**src/rtl/bufg_gt_pkg.sv**
```systemverilog
// Shared types and constants for the divided-clock-buffer control block.
// Holds the sequencing FSM state encoding, the DIV field width, the
// divide-by-1 code, and a helper that turns a cycle count into the load
// value for the 4-bit terminal-count down-counter.
package bufg_gt_pkg;

  localparam int DIV_W = 3;
  localparam logic [DIV_W-1:0] DIV_DIV1 = 3'b000;
  localparam int CNT_W = 4;

  typedef enum logic [1:0] {
    ST_IDLE,
    ST_CLR,
    ST_LOAD,
    ST_SETTLE
  } state_e;

  // A down-counter loaded with N-1 and leaving at zero spends N cycles in
  // its state. Out-of-range counts are clamped so the counter never wraps.
  function automatic logic [CNT_W-1:0] cnt_load(input int cycles);
    if (cycles <= 1) return '0;
    if (cycles > (1 << CNT_W)) return '1;
    return CNT_W'(cycles - 1);
  endfunction

endpackage

```
**src/rtl/sync_bit.sv**
```systemverilog
// N-stage single-bit synchronizer.
// Ports:
//   clk        destination clock
//   clr_active async active-high reset; every stage is forced to RST_VAL
//   d          asynchronous input
//   q          synchronized output (last stage)
// Stage 0 samples d; q is the oldest stage, so latency is STAGES cycles.
module sync_bit #(
  parameter int   STAGES  = 2,
  parameter logic RST_VAL = 1'b0
) (
  input  logic clk,
  input  logic clr_active,
  input  logic d,
  output logic q
);

  logic [STAGES-1:0] sync_q;
  logic [STAGES-1:0] sync_d;

  always_comb begin
    sync_d = {sync_q[STAGES-2:0], d};
  end

  always_ff @(posedge clk or posedge clr_active) begin
    if (clr_active) begin
      sync_q <= {STAGES{RST_VAL}};
    end else begin
      sync_q <= sync_d;
    end
  end

  assign q = sync_q[STAGES-1];

endmodule

```
**src/rtl/bufg_gt_sync_ctrl.sv**
```systemverilog
// Control companion for a divided clock buffer: produces the buffer's CE,
// CLR and DIV inputs in the buffer input clock domain.
// Ports:
//   clk            buffer input clock
//   clr_active     async active-high reset
//   ce_in          async clock-enable request   -> ce_sync (synchronized)
//   clr_in         async clear request          -> clr_sync (synchronized, OR fsm clear)
//   div_req        requested divide code (ratio = code + 1)
//   div_req_valid  request valid; must be held until div_req_ready
//   div_req_ready  high in IDLE outside reset; handshake = valid && ready
//   ce_sync        CE to buffer
//   clr_sync       CLR to buffer
//   div_out        DIV to buffer; only updated while the FSM holds CLR high
//   busy           divide-change sequence in progress
//
// state     | meaning
// ----------+------------------------------------------------------------
// ST_IDLE   | ready for a request; a request equal to div_out is a no-op
// ST_CLR    | hold fsm_clr for CLR_HOLD cycles before touching DIV
// ST_LOAD   | fsm_clr still high; pending code is loaded into div_out
// ST_SETTLE | fsm_clr released; wait SETTLE cycles before next request
module bufg_gt_sync_ctrl
  import bufg_gt_pkg::*;
#(
  parameter int               SYNC_STAGES = 2,
  parameter int               CLR_HOLD    = 4,
  parameter int               SETTLE      = 2,
  parameter logic [DIV_W-1:0] DIV_RESET   = DIV_DIV1
) (
  input  logic             clk,
  input  logic             clr_active,
  input  logic             ce_in,
  input  logic             clr_in,
  input  logic [DIV_W-1:0] div_req,
  input  logic             div_req_valid,
  output logic             div_req_ready,
  output logic             ce_sync,
  output logic             clr_sync,
  output logic [DIV_W-1:0] div_out,
  output logic             busy
);

  logic ce_sync_raw;
  logic clr_sync_raw;

  state_e           state_q,   state_d;
  logic [CNT_W-1:0] cnt_q,     cnt_d;
  logic [DIV_W-1:0] pending_q, pending_d;
  logic [DIV_W-1:0] div_out_q, div_out_d;
  logic             fsm_clr_q, fsm_clr_d;
  logic             busy_q,    busy_d;

  sync_bit #(
    .STAGES (SYNC_STAGES),
    .RST_VAL(1'b0)
  ) u_ce_sync (
    .clk       (clk),
    .clr_active(clr_active),
    .d         (ce_in),
    .q         (ce_sync_raw)
  );

  // Resets to 1 so the buffer stays cleared until clr_in is seen low.
  sync_bit #(
    .STAGES (SYNC_STAGES),
    .RST_VAL(1'b1)
  ) u_clr_sync (
    .clk       (clk),
    .clr_active(clr_active),
    .d         (clr_in),
    .q         (clr_sync_raw)
  );

  always_comb begin
    state_d   = state_q;
    cnt_d     = cnt_q;
    pending_d = pending_q;
    div_out_d = div_out_q;
    fsm_clr_d = fsm_clr_q;

    case (state_q)
      ST_IDLE: begin
        // Redundant requests are accepted without a clear pulse.
        if (div_req_valid && (div_req != div_out_q)) begin
          pending_d = div_req;
          cnt_d     = cnt_load(CLR_HOLD);
          fsm_clr_d = 1'b1;
          state_d   = ST_CLR;
        end
      end
      ST_CLR: begin
        if (cnt_q == '0) begin
          state_d = ST_LOAD;
        end else begin
          cnt_d = cnt_q - 4'd1;
        end
      end
      ST_LOAD: begin
        // div_out and fsm_clr update on the same edge, so DIV is stable
        // whenever the buffer sees CLR low.
        div_out_d = pending_q;
        fsm_clr_d = 1'b0;
        if (SETTLE == 0) begin
          state_d = ST_IDLE;
        end else begin
          cnt_d   = cnt_load(SETTLE);
          state_d = ST_SETTLE;
        end
      end
      ST_SETTLE: begin
        if (cnt_q == '0) begin
          state_d = ST_IDLE;
        end else begin
          cnt_d = cnt_q - 4'd1;
        end
      end
      default: begin
        state_d   = ST_IDLE;
        fsm_clr_d = 1'b0;
      end
    endcase

    busy_d = (state_d != ST_IDLE);
  end

  always_ff @(posedge clk or posedge clr_active) begin
    if (clr_active) begin
      state_q   <= ST_IDLE;
      cnt_q     <= '0;
      pending_q <= DIV_RESET;
      div_out_q <= DIV_RESET;
      fsm_clr_q <= 1'b0;
      busy_q    <= 1'b0;
    end else begin
      state_q   <= state_d;
      cnt_q     <= cnt_d;
      pending_q <= pending_d;
      div_out_q <= div_out_d;
      fsm_clr_q <= fsm_clr_d;
      busy_q    <= busy_d;
    end
  end

  // Gated by clr_active so no handshake can complete during reset, and so
  // ready is already high in the first IDLE cycle after release.
  assign div_req_ready = (state_q == ST_IDLE) && !clr_active;

  assign ce_sync  = ce_sync_raw;
  assign clr_sync = clr_sync_raw | fsm_clr_q;
  assign div_out  = div_out_q;
  assign busy     = busy_q;

endmodule

```
**config.mk**
```make
export PLATFORM = sky130hd
export DESIGN_NAME = bufg_gt_sync_ctrl
export DESIGN_NICKNAME = d
export VERILOG_FILES = /design/src/rtl/bufg_gt_pkg.sv /design/src/rtl/sync_bit.sv /design/src/rtl/bufg_gt_sync_ctrl.sv
export SDC_FILE = /design/constraint.sdc
export NUM_CORES = 1
export LEC_CHECK = 0
export CAP_MARGIN = 20
export CORE_MARGIN = 2
export CORE_UTILIZATION = 50
export CTS_BUF_LIST = sky130_fd_sc_hd__clkbuf_4
export DETAILED_ROUTE_END_ITERATION = 8
export GPL_TIMING_DRIVEN = 0
export PLACE_DENSITY_LB_ADDON = 0.25
export SLEW_MARGIN = 10
export SYNTH_ARGS = -nofsm -noshare
export SYNTH_HDL_FRONTEND = slang
export SYNTH_SLANG_ARGS = --single-unit
```
**constraint.sdc**
```tcl
create_clock -name clk -period 3.5 [get_ports clk]
set_input_delay 1.05 -clock clk [delete_from_list [all_inputs] [get_ports clk]]
set_output_delay 1.05 -clock clk [all_outputs]
set_load 0.02 [all_outputs]
```
* Yosys cells after proc, flatten, opt, wreduce, memory -nomap -nowiden *
Cells that the tools add are included.

storage, ports and cells
  output and inout port bits = 7
  input bits = 8
  bits in writable memories = 0
  word-level logic and storage cells = 36
  ROM bits = 0
  memories = 0
  latch bits = 0
  register bits = 18

cells by class
  reduce and logical (&&, ||, !) cells = 11
  magnitude comparators = 0
  bitwise gates (word level) = 1
  add/subtract/negate cells = 1
  equality and inequality tests = 6
  $mul = 0
  multiplexer cells = 9
  divide/modulo/power cells = 0
  shifts and indexed selects = 0

operators by type and width
  kind                 number
  $pmux 4 s3           1
  $mux 4               2
  $pmux 2 s4           1
  $mux 2               3
  $reduce_and 2->1     3
  $eq 2x2->1 const B   2
  $logic_not 4->1      1
  $ne 2x2->1 const B   2
  $reduce_bool 2->1    2
  $sub 4x1->4 const B  1
  $ne 3x3->1           1
  $eq 2x1->1 const B   1
  $logic_and 1x1->1    2
  $logic_not 2->1      1
  $pmux 1 s2           1
  $reduce_or 2->1      1
  $logic_not 1->1      1
  $mux 1               1
  $or 1x1->1           1

* Logic depth before layout (Yosys ltp) *
Gate-level depths: netlist of the first run.

  word-level depth = 5
  depth in mapped cells = 6
  mapped depth without buffers = 6

* Hierarchy *
From an unflattened synthesis of the first run, not the netlist that was laid out.

second synthesis, totals
  cell total of the unflattened synthesis = 68
  area total of the unflattened synthesis = 839.6 um^2

modules (own cells, without submodules)
  module                 times used  cells an instance  seq. area each (um^2)  area each (um^2)
  bufg_gt_sync_ctrl      1           62                 350.3                  729.4
  sync_bit (u_clr_sync)  1           3                  52.6                   56.3
  sync_bit (u_ce_sync)   1           3                  50.0                   53.8

* Least setup slack after synthesis of the first run *
Ideal clock, no wire load.

  path kind = input to output
  from = input port clr_active
  to = output port div_req_ready
  required time = 2.450 ns
  slack = 0.945 ns
  cell stages on the path = 1
  buffers on the path = 0
  arrival = 1.505 ns
  path through = nor3_1

between the ends
  word-level cells in the longest chain between the ends = 2

RTL lines
  item               line                      RTL
  from (decl)        bufg_gt_sync_ctrl.sv:31   input logic clr_active,
  $logic_not 1->1    bufg_gt_sync_ctrl.sv:146  assign div_req_ready = (state_q == ST_IDLE) && !clr_active;
  $logic_and 1x1->1  bufg_gt_sync_ctrl.sv:146
  to (decl)          bufg_gt_sync_ctrl.sv:36   output logic div_req_ready,

No other way between the ends.

* Worst setup path after layout of the first run *
Ends and elaborated chain as after synthesis.

==> flow_metrics.tcl, run 1 <==
set metrics [dict create \
    status "finished, final reports clean" \
    drv_slew 0 \
    overflow 0 \
    worst_path_largest_cell_delay_ns 0.63 \
    cap_violations 0 \
    p_int_mw 0.500 \
    final_common_cell "dfrtp_1" \
    powerDensity_nw_per_um2 783 \
    core_um2 1520 \
    fillers 135 \
    synth_xor_area_frac 0.0608 \
    grtUsageTotal 0.158 \
    synthMuxAreaShare 0.0684 \
    hold_buffers 0 \
    synth_top_area_cell "dfrtp_1" \
    whs_endpoint "u_clr_sync.sync_q[1]" \
    clock.fmax_mhz 302 \
    ctsResizeCount 0 \
    die_h_um 44.6 \
    worstReg2RegEnd "cnt_q[1]" \
    yosys.area_share.simple 0.153 \
    critPathMostFrequentCell "clkdlybuf4s50_1" \
    drc_errors 0 \
    ys_seq_area_frac 0.550 \
    synth_fp_nets 77 \
    rows 14 \
    cts_root_buf "clkbuf_4" \
    max-slew-margin-rel 0.560 \
    holdCritPathClass "flip-flop to flip-flop" \
    ir_worst_vdd_mv 0.448 \
    start_util 0.540 \
    synth_top_area_frac 0.486 \
    drt_iter0_markers 11 \
    area_growth_pct 22.6 \
    period_needed_ns 3.31 \
    synth_area_leaders "dfrtp_1 49%, dfstp_2 6.4%, mux2_2 4.1%" \
    ys.flop_type "dfrtp_1" \
    drt_wl_total_mm 1.27 \
    switching_power_mw 0.291 \
    io_pins 15 \
    hold_viol 0 \
    grt_pass1_vias 527 \
    cts.clk_slew.worst_paths_ns 0.09 \
    die_w_um 44.6 \
    drive_gt1_frac 0.209 \
    r2r.worst_path.cells 6 \
    yosysWarningCount 0 \
    final_cells 102 \
    synth_edf_count 0 \
    end_kind "primary output" \
    critPathKind "input port to primary output" \
    detail_route.vias_per_cell 5.42 \
    cts_tree "yes" \
    fin_crit_sh 0.946 \
    rsz0062_at_grt "no" \
    r2r_setup_slack_ns 1.93 \
    syn_inst 68 \
    clk_latency_ns 0.29 \
    crit_arrival_ns 2.26 \
    comb_power_share 0.431 \
    finalPower_mw 0.791 \
    clockBufferDepth 2 \
    yosys_register_bits 18 \
    antenna_found_initial 0 \
    place_hpwl_um 985 \
    htreeDepth 1 \
    setup_violations 0 \
    seq_power_share 0.441 \
    use_met2 0.261 \
    antenna_left 0 \
    grtUsageMet1 0.184 \
    met3_usage 0.0286 \
    synth_compound_area_frac 0.125 \
    dp_cells 98 \
    netSwitchingFraction 0.368 \
    min_path_cells 0 \
    busiest_layer "met2" \
    utilization 0.663 \
    synth_top_family_by_area "simple AND/OR/NAND/NOR gates" \
    setup_tns_ns 0 \
    dieArea_um2 1990 \
    reg2reg_from "cnt_q[0]" \
    p_clk_frac 0.128 \
    post_cts_buffers 0 \
    nets 96 \
    p_leak_nw 0.434 \
    grt_pass1_wl_mm 2.19 \
    worst_pin_slew_ns 0.659 \
    grt_start_max_net_pins 19 \
    worstPathRequired_ns 2.45 \
    syn_area_um2 823 \
    synth_fa_ha_area_frac 0.0152 \
    synth_cell_type_count 32 \
    vias 553 \
    slowest_stage "clkdlybuf4s50_1" \
    cts_buffers 3 \
    gp_congestion 0.783 \
    critPathMaxFanout 2 \
    portBuffers 14 \
    cp_cell_sequence "clkdlybuf4s50_1, nor3_1, clkdlybuf4s50_1" \
    async_reset_ff_frac 1.00 \
    final_cell_mix "16 x dfrtp_1, 14 x clkdlybuf4s50_1, 6 x inv_1" \
    wl_per_cell_um 12.5 \
    finalClockSkew_ns 0.00158 \
    syn_avg_cell_area_um2 12.1 \
    cp-start-kind "input port" \
    cts.sinks 18 \
    antenna_cells 0 \
    worstHoldStart "u_clr_sync.sync_q[0]" \
    drt_pre_antenna_iters 4 \
]
[logic make-up after synthesis]
family | after synthesis
AOI/OAI and AO/OA | 14
xor gates and xnor gates | 4
adders and majority gates | 1
buffers and inverters | 6
DFF | 18
muxes | 5
and+or+nand+nor | 20
[flip-flops by register name (all words and copies together), names as in the netlist]
| name | cells |
|---|---|
| state_q | 2 |
| u_ce_sync.sync_q | 2 |
| busy | 1 |
| div_out | 3 |
| u_clr_sync.sync_q | 2 |
| cnt_q | 4 |
| pending_q | 3 |
| fsm_clr_q | 1 |
[how the worst max path moves through the flow]
stage	cells past startpoint	slack [ns]	start	to
final	3	0.19	clr_active	div_req_ready
after global routing	3	0.08	clr_active	div_req_ready
after CTS	3	0.17	clr_active	div_req_ready
after detailed placement	3	0.19	clr_active	div_req_ready
after global placement	3	0.21	clr_active	div_req_ready
after floorplan	1	0.94	clr_active	div_req_ready
[per-layer routing]
metal	part of all wire	vias up
met4	0.031	0
met3	0.035	5
met5	0	-
met2	0.50	12
li1	-	271
met1	0.43	265
[per-stage QoR]
stage / hold WS [ns] / setup slack (ns) / cell area [um^2]
global route: 0.372 / 0.0813 / 1010
floorplan: 0.331 / 0.945 / 823
CTS: 0.364 / 0.171 / 1010
detailed placement: 0.345 / 0.188 / 983
finish: 0.361 / 0.190 / 1010
global placement: 0.341 / 0.210 / 983
[critical path: cells and delay by family]
family                 cells  cell delay, ns
buffers and inverters      2            1.05
AND/OR/NAND/NOR            1            0.16
[cell usage after synthesis, types with 2 or more instances]
library cell  count
nor3_1            2
or3_1             2
nor2_1            2
mux2_1            2
nand3b_1          2
mux2_2            3
dfstp_2           2
xor2_2            2
dfrtp_1          16
inv_1             6
o21ai_0           2
a21oi_1           4
nand2_1           3
xor2_1            2
[cell type report]
| cell class | count | area (um^2) | area share |
|---|---|---|---|
| repair buffers | 14 | 140 | 0.139 |
| multi-input cells | 44 | 348 | 0.344 |
| flip-flops and latches | 18 | 453 | 0.449 |
| clock inverters | 1 | 3.75 | 0.00372 |
| well taps | 16 | 20.0 | 0.0198 |
| clock buffers | 3 | 22.5 | 0.0223 |
| inverters | 6 | 22.5 | 0.0223 |
[power groups by stage]
stage	Combinational, mW	Sequential (mW)	Clock (mW)
after floorplan	0.229	0.363	0
after global placement	0.337	0.349	0
after detailed placement	0.344	0.354	0
after CTS	0.346	0.350	0.107
after global routing	0.376	0.359	0.115
final	0.341	0.349	0.101
Note: power is estimated with default switching activity, not from simulation.
==> run 2, diff against run 1 <==
--- a/config.mk
+++ b/config.mk
@@ -6,7 +6,6 @@
 export NUM_CORES = 1
 export LEC_CHECK = 0
 export CAP_MARGIN = 20
-export CORE_MARGIN = 2
 export CORE_UTILIZATION = 50
 export CTS_BUF_LIST = sky130_fd_sc_hd__clkbuf_4
 export DETAILED_ROUTE_END_ITERATION = 8
==> run 2 against run 1 <==
Against the previous run:
- register-to-register slack is essentially flat
- die area shrank 8.8%
- routed wire length grew 0.63%
- cell count is the same
- largest cell class unchanged
- core utilization is the same
- clock skew grew 0.0017 ns
- sequential share of layout area is the same
- cell area is the same
- non-clock buffer count is the same
- via count shrank 0.54%
- critical path type unchanged
- critical endpoint unchanged
==> flow_metrics.tcl, run 2 (same netlist as run 1, synthesis figures left out) <==
set metrics [dict create \
    cts.clk_slew.worst_paths_ns 0.09 \
    critPathLaunch "clr_active" \
    vias 550 \
    grt_pass1_wl_mm 2.30 \
    antenna_found_initial 0 \
    wl_met3_um 34 \
    portBuffers 14 \
    clockBufferDepth 2 \
    setup_tns_ns 0 \
    area_growth_pct 22.6 \
    utilization 0.663 \
    rsz0062_at_grt "no" \
    gp_congestion 0.739 \
    dieArea_um2 1810 \
    worstPathRequired_ns 2.45 \
    clock.fmax_mhz 306 \
    setup_violations 0 \
    nets 96 \
    critPathMaxFanout 2 \
    fin_crit_sh 0.934 \
    cp-start-kind "input port" \
    cts_tree "yes" \
    final_cell_mix "16 x dfrtp_1, 14 x clkdlybuf4s50_1, 6 x inv_1" \
    r2r_setup_slack_ns 1.92 \
    cts_buffers 3 \
    powerDensity_nw_per_um2 784 \
    io_pins 15 \
    whs_endpoint "u_clr_sync.sync_q[1]" \
    end_kind "primary output" \
    htreeDepth 1 \
    detail_route.vias_per_cell 5.39 \
    dr.max_layer_used "met4" \
    grtUsageTotal 0.177 \
    wl_met2_um 648 \
    post_cts_buffers 0 \
    reg2reg_from "cnt_q[0]" \
    wl_per_cell_um 12.6 \
    start_util 0.540 \
    whs_ns 0.362 \
    drv_slew 0 \
    period_needed_ns 3.27 \
    grt_start_max_net_pins 19 \
    final_common_cell "dfrtp_1" \
    finalClockSkew_ns 0.00330 \
    cts_root_buf "clkbuf_4" \
    die_h_um 42.6 \
    crit_arrival_ns 2.22 \
    r2r.worst_path.cells 6 \
    worstReg2RegEnd "cnt_q[0]" \
    ir_worst_vdd_mv 0.430 \
    ctsResizeCount 0 \
    drc_errors 0 \
    status "finished, final reports clean" \
    drt_pre_antenna_iters 4 \
    cap_violations 0 \
    worst_pin_slew_ns 0.646 \
    top_register "cnt_q" \
    holdCritPathClass "flip-flop to flip-flop" \
    critPathKind "input port to primary output" \
    antenna_left 0 \
    place_hpwl_um 995 \
    hold_viol 0 \
    worstHoldStart "u_clr_sync.sync_q[0]" \
    largest_reg_flops 4 \
    m1WireLength_um 583 \
    die_w_um 42.6 \
    max-slew-margin-rel 0.569 \
    antenna_cells 0 \
    drive_gt1_frac 0.209 \
    rows 14 \
    clk_latency_ns 0.28 \
    hold_buffers 0 \
    core_um2 1520 \
    min_path_cells 0 \
    overflow 0 \
    cts.sinks 18 \
    drt_wl_total_mm 1.28 \
    p_leak_nw 0.434 \
    grt_pass1_vias 566 \
    drt_iter0_markers 7 \
]
[run 2: power breakdown]
part           switching, mW  internal [mW]
Combinational          0.169          0.176
Sequential            0.0633          0.283
Clock                 0.0591         0.0414
[run 2: final cells by class]
class / count / area [um^2]
fill: 110 / 514
sequential: 18 / 453
multi-input combinational: 44 / 348
timing repair buffer: 14 / 140
clock buffer: 3 / 22.5
inverter: 6 / 22.5
tap: 16 / 20.0
clock inverter: 1 / 3.75
[run 2: critical path, stage by stage]
cell and delay, ns:
clkdlybuf4s50_1 0.42, nor3_1 0.13, clkdlybuf4s50_1 0.62
[run 2: worst max-delay path by stage]
stage                         end  depth (start not counted)
detailed placement  div_req_ready                          3
finish              div_req_ready                          3
floorplan           div_req_ready                          1
global placement    div_req_ready                          3
global route        div_req_ready                          3
CTS                 div_req_ready                          3
[run 2: metrics by stage]
| stage | power [mW] | instance area (um^2) | setup WS, ns | std cells |
|---|---|---|---|---|
| after floorplan | 0.592 | 823 | 0.945 | 68 |
| after global placement | 0.684 | 983 | 0.237 | 98 |
| after detailed placement | 0.700 | 983 | 0.239 | 98 |
| after CTS | 0.804 | 1010 | 0.232 | 102 |
| after global routing | 0.853 | 1010 | 0.206 | 102 |
| final | 0.792 | 1010 | 0.232 | 102 |
[run 2: routing by layer]
layer  global-route usage  vias to the layer above
met5                    0                        -
met4                0.131                        0
met3               0.0302                        2
met2                0.289                        9
met1                0.206                      269
li1                     -                      270
==> run 3, diff against run 2 <==
--- a/config.mk
+++ b/config.mk
@@ -6,10 +6,12 @@
 export NUM_CORES = 1
 export LEC_CHECK = 0
 export CAP_MARGIN = 20
+export CORE_MARGIN = 1
 export CORE_UTILIZATION = 50
 export CTS_BUF_LIST = sky130_fd_sc_hd__clkbuf_4
 export DETAILED_ROUTE_END_ITERATION = 8
 export GPL_TIMING_DRIVEN = 0
+export HOLD_SLACK_MARGIN = 0.08
 export PLACE_DENSITY_LB_ADDON = 0.25
 export SLEW_MARGIN = 10
 export SYNTH_ARGS = -nofsm -noshare
==> results of run 3 <==
Final layout, timing and power as in run 2 (identical DEF).
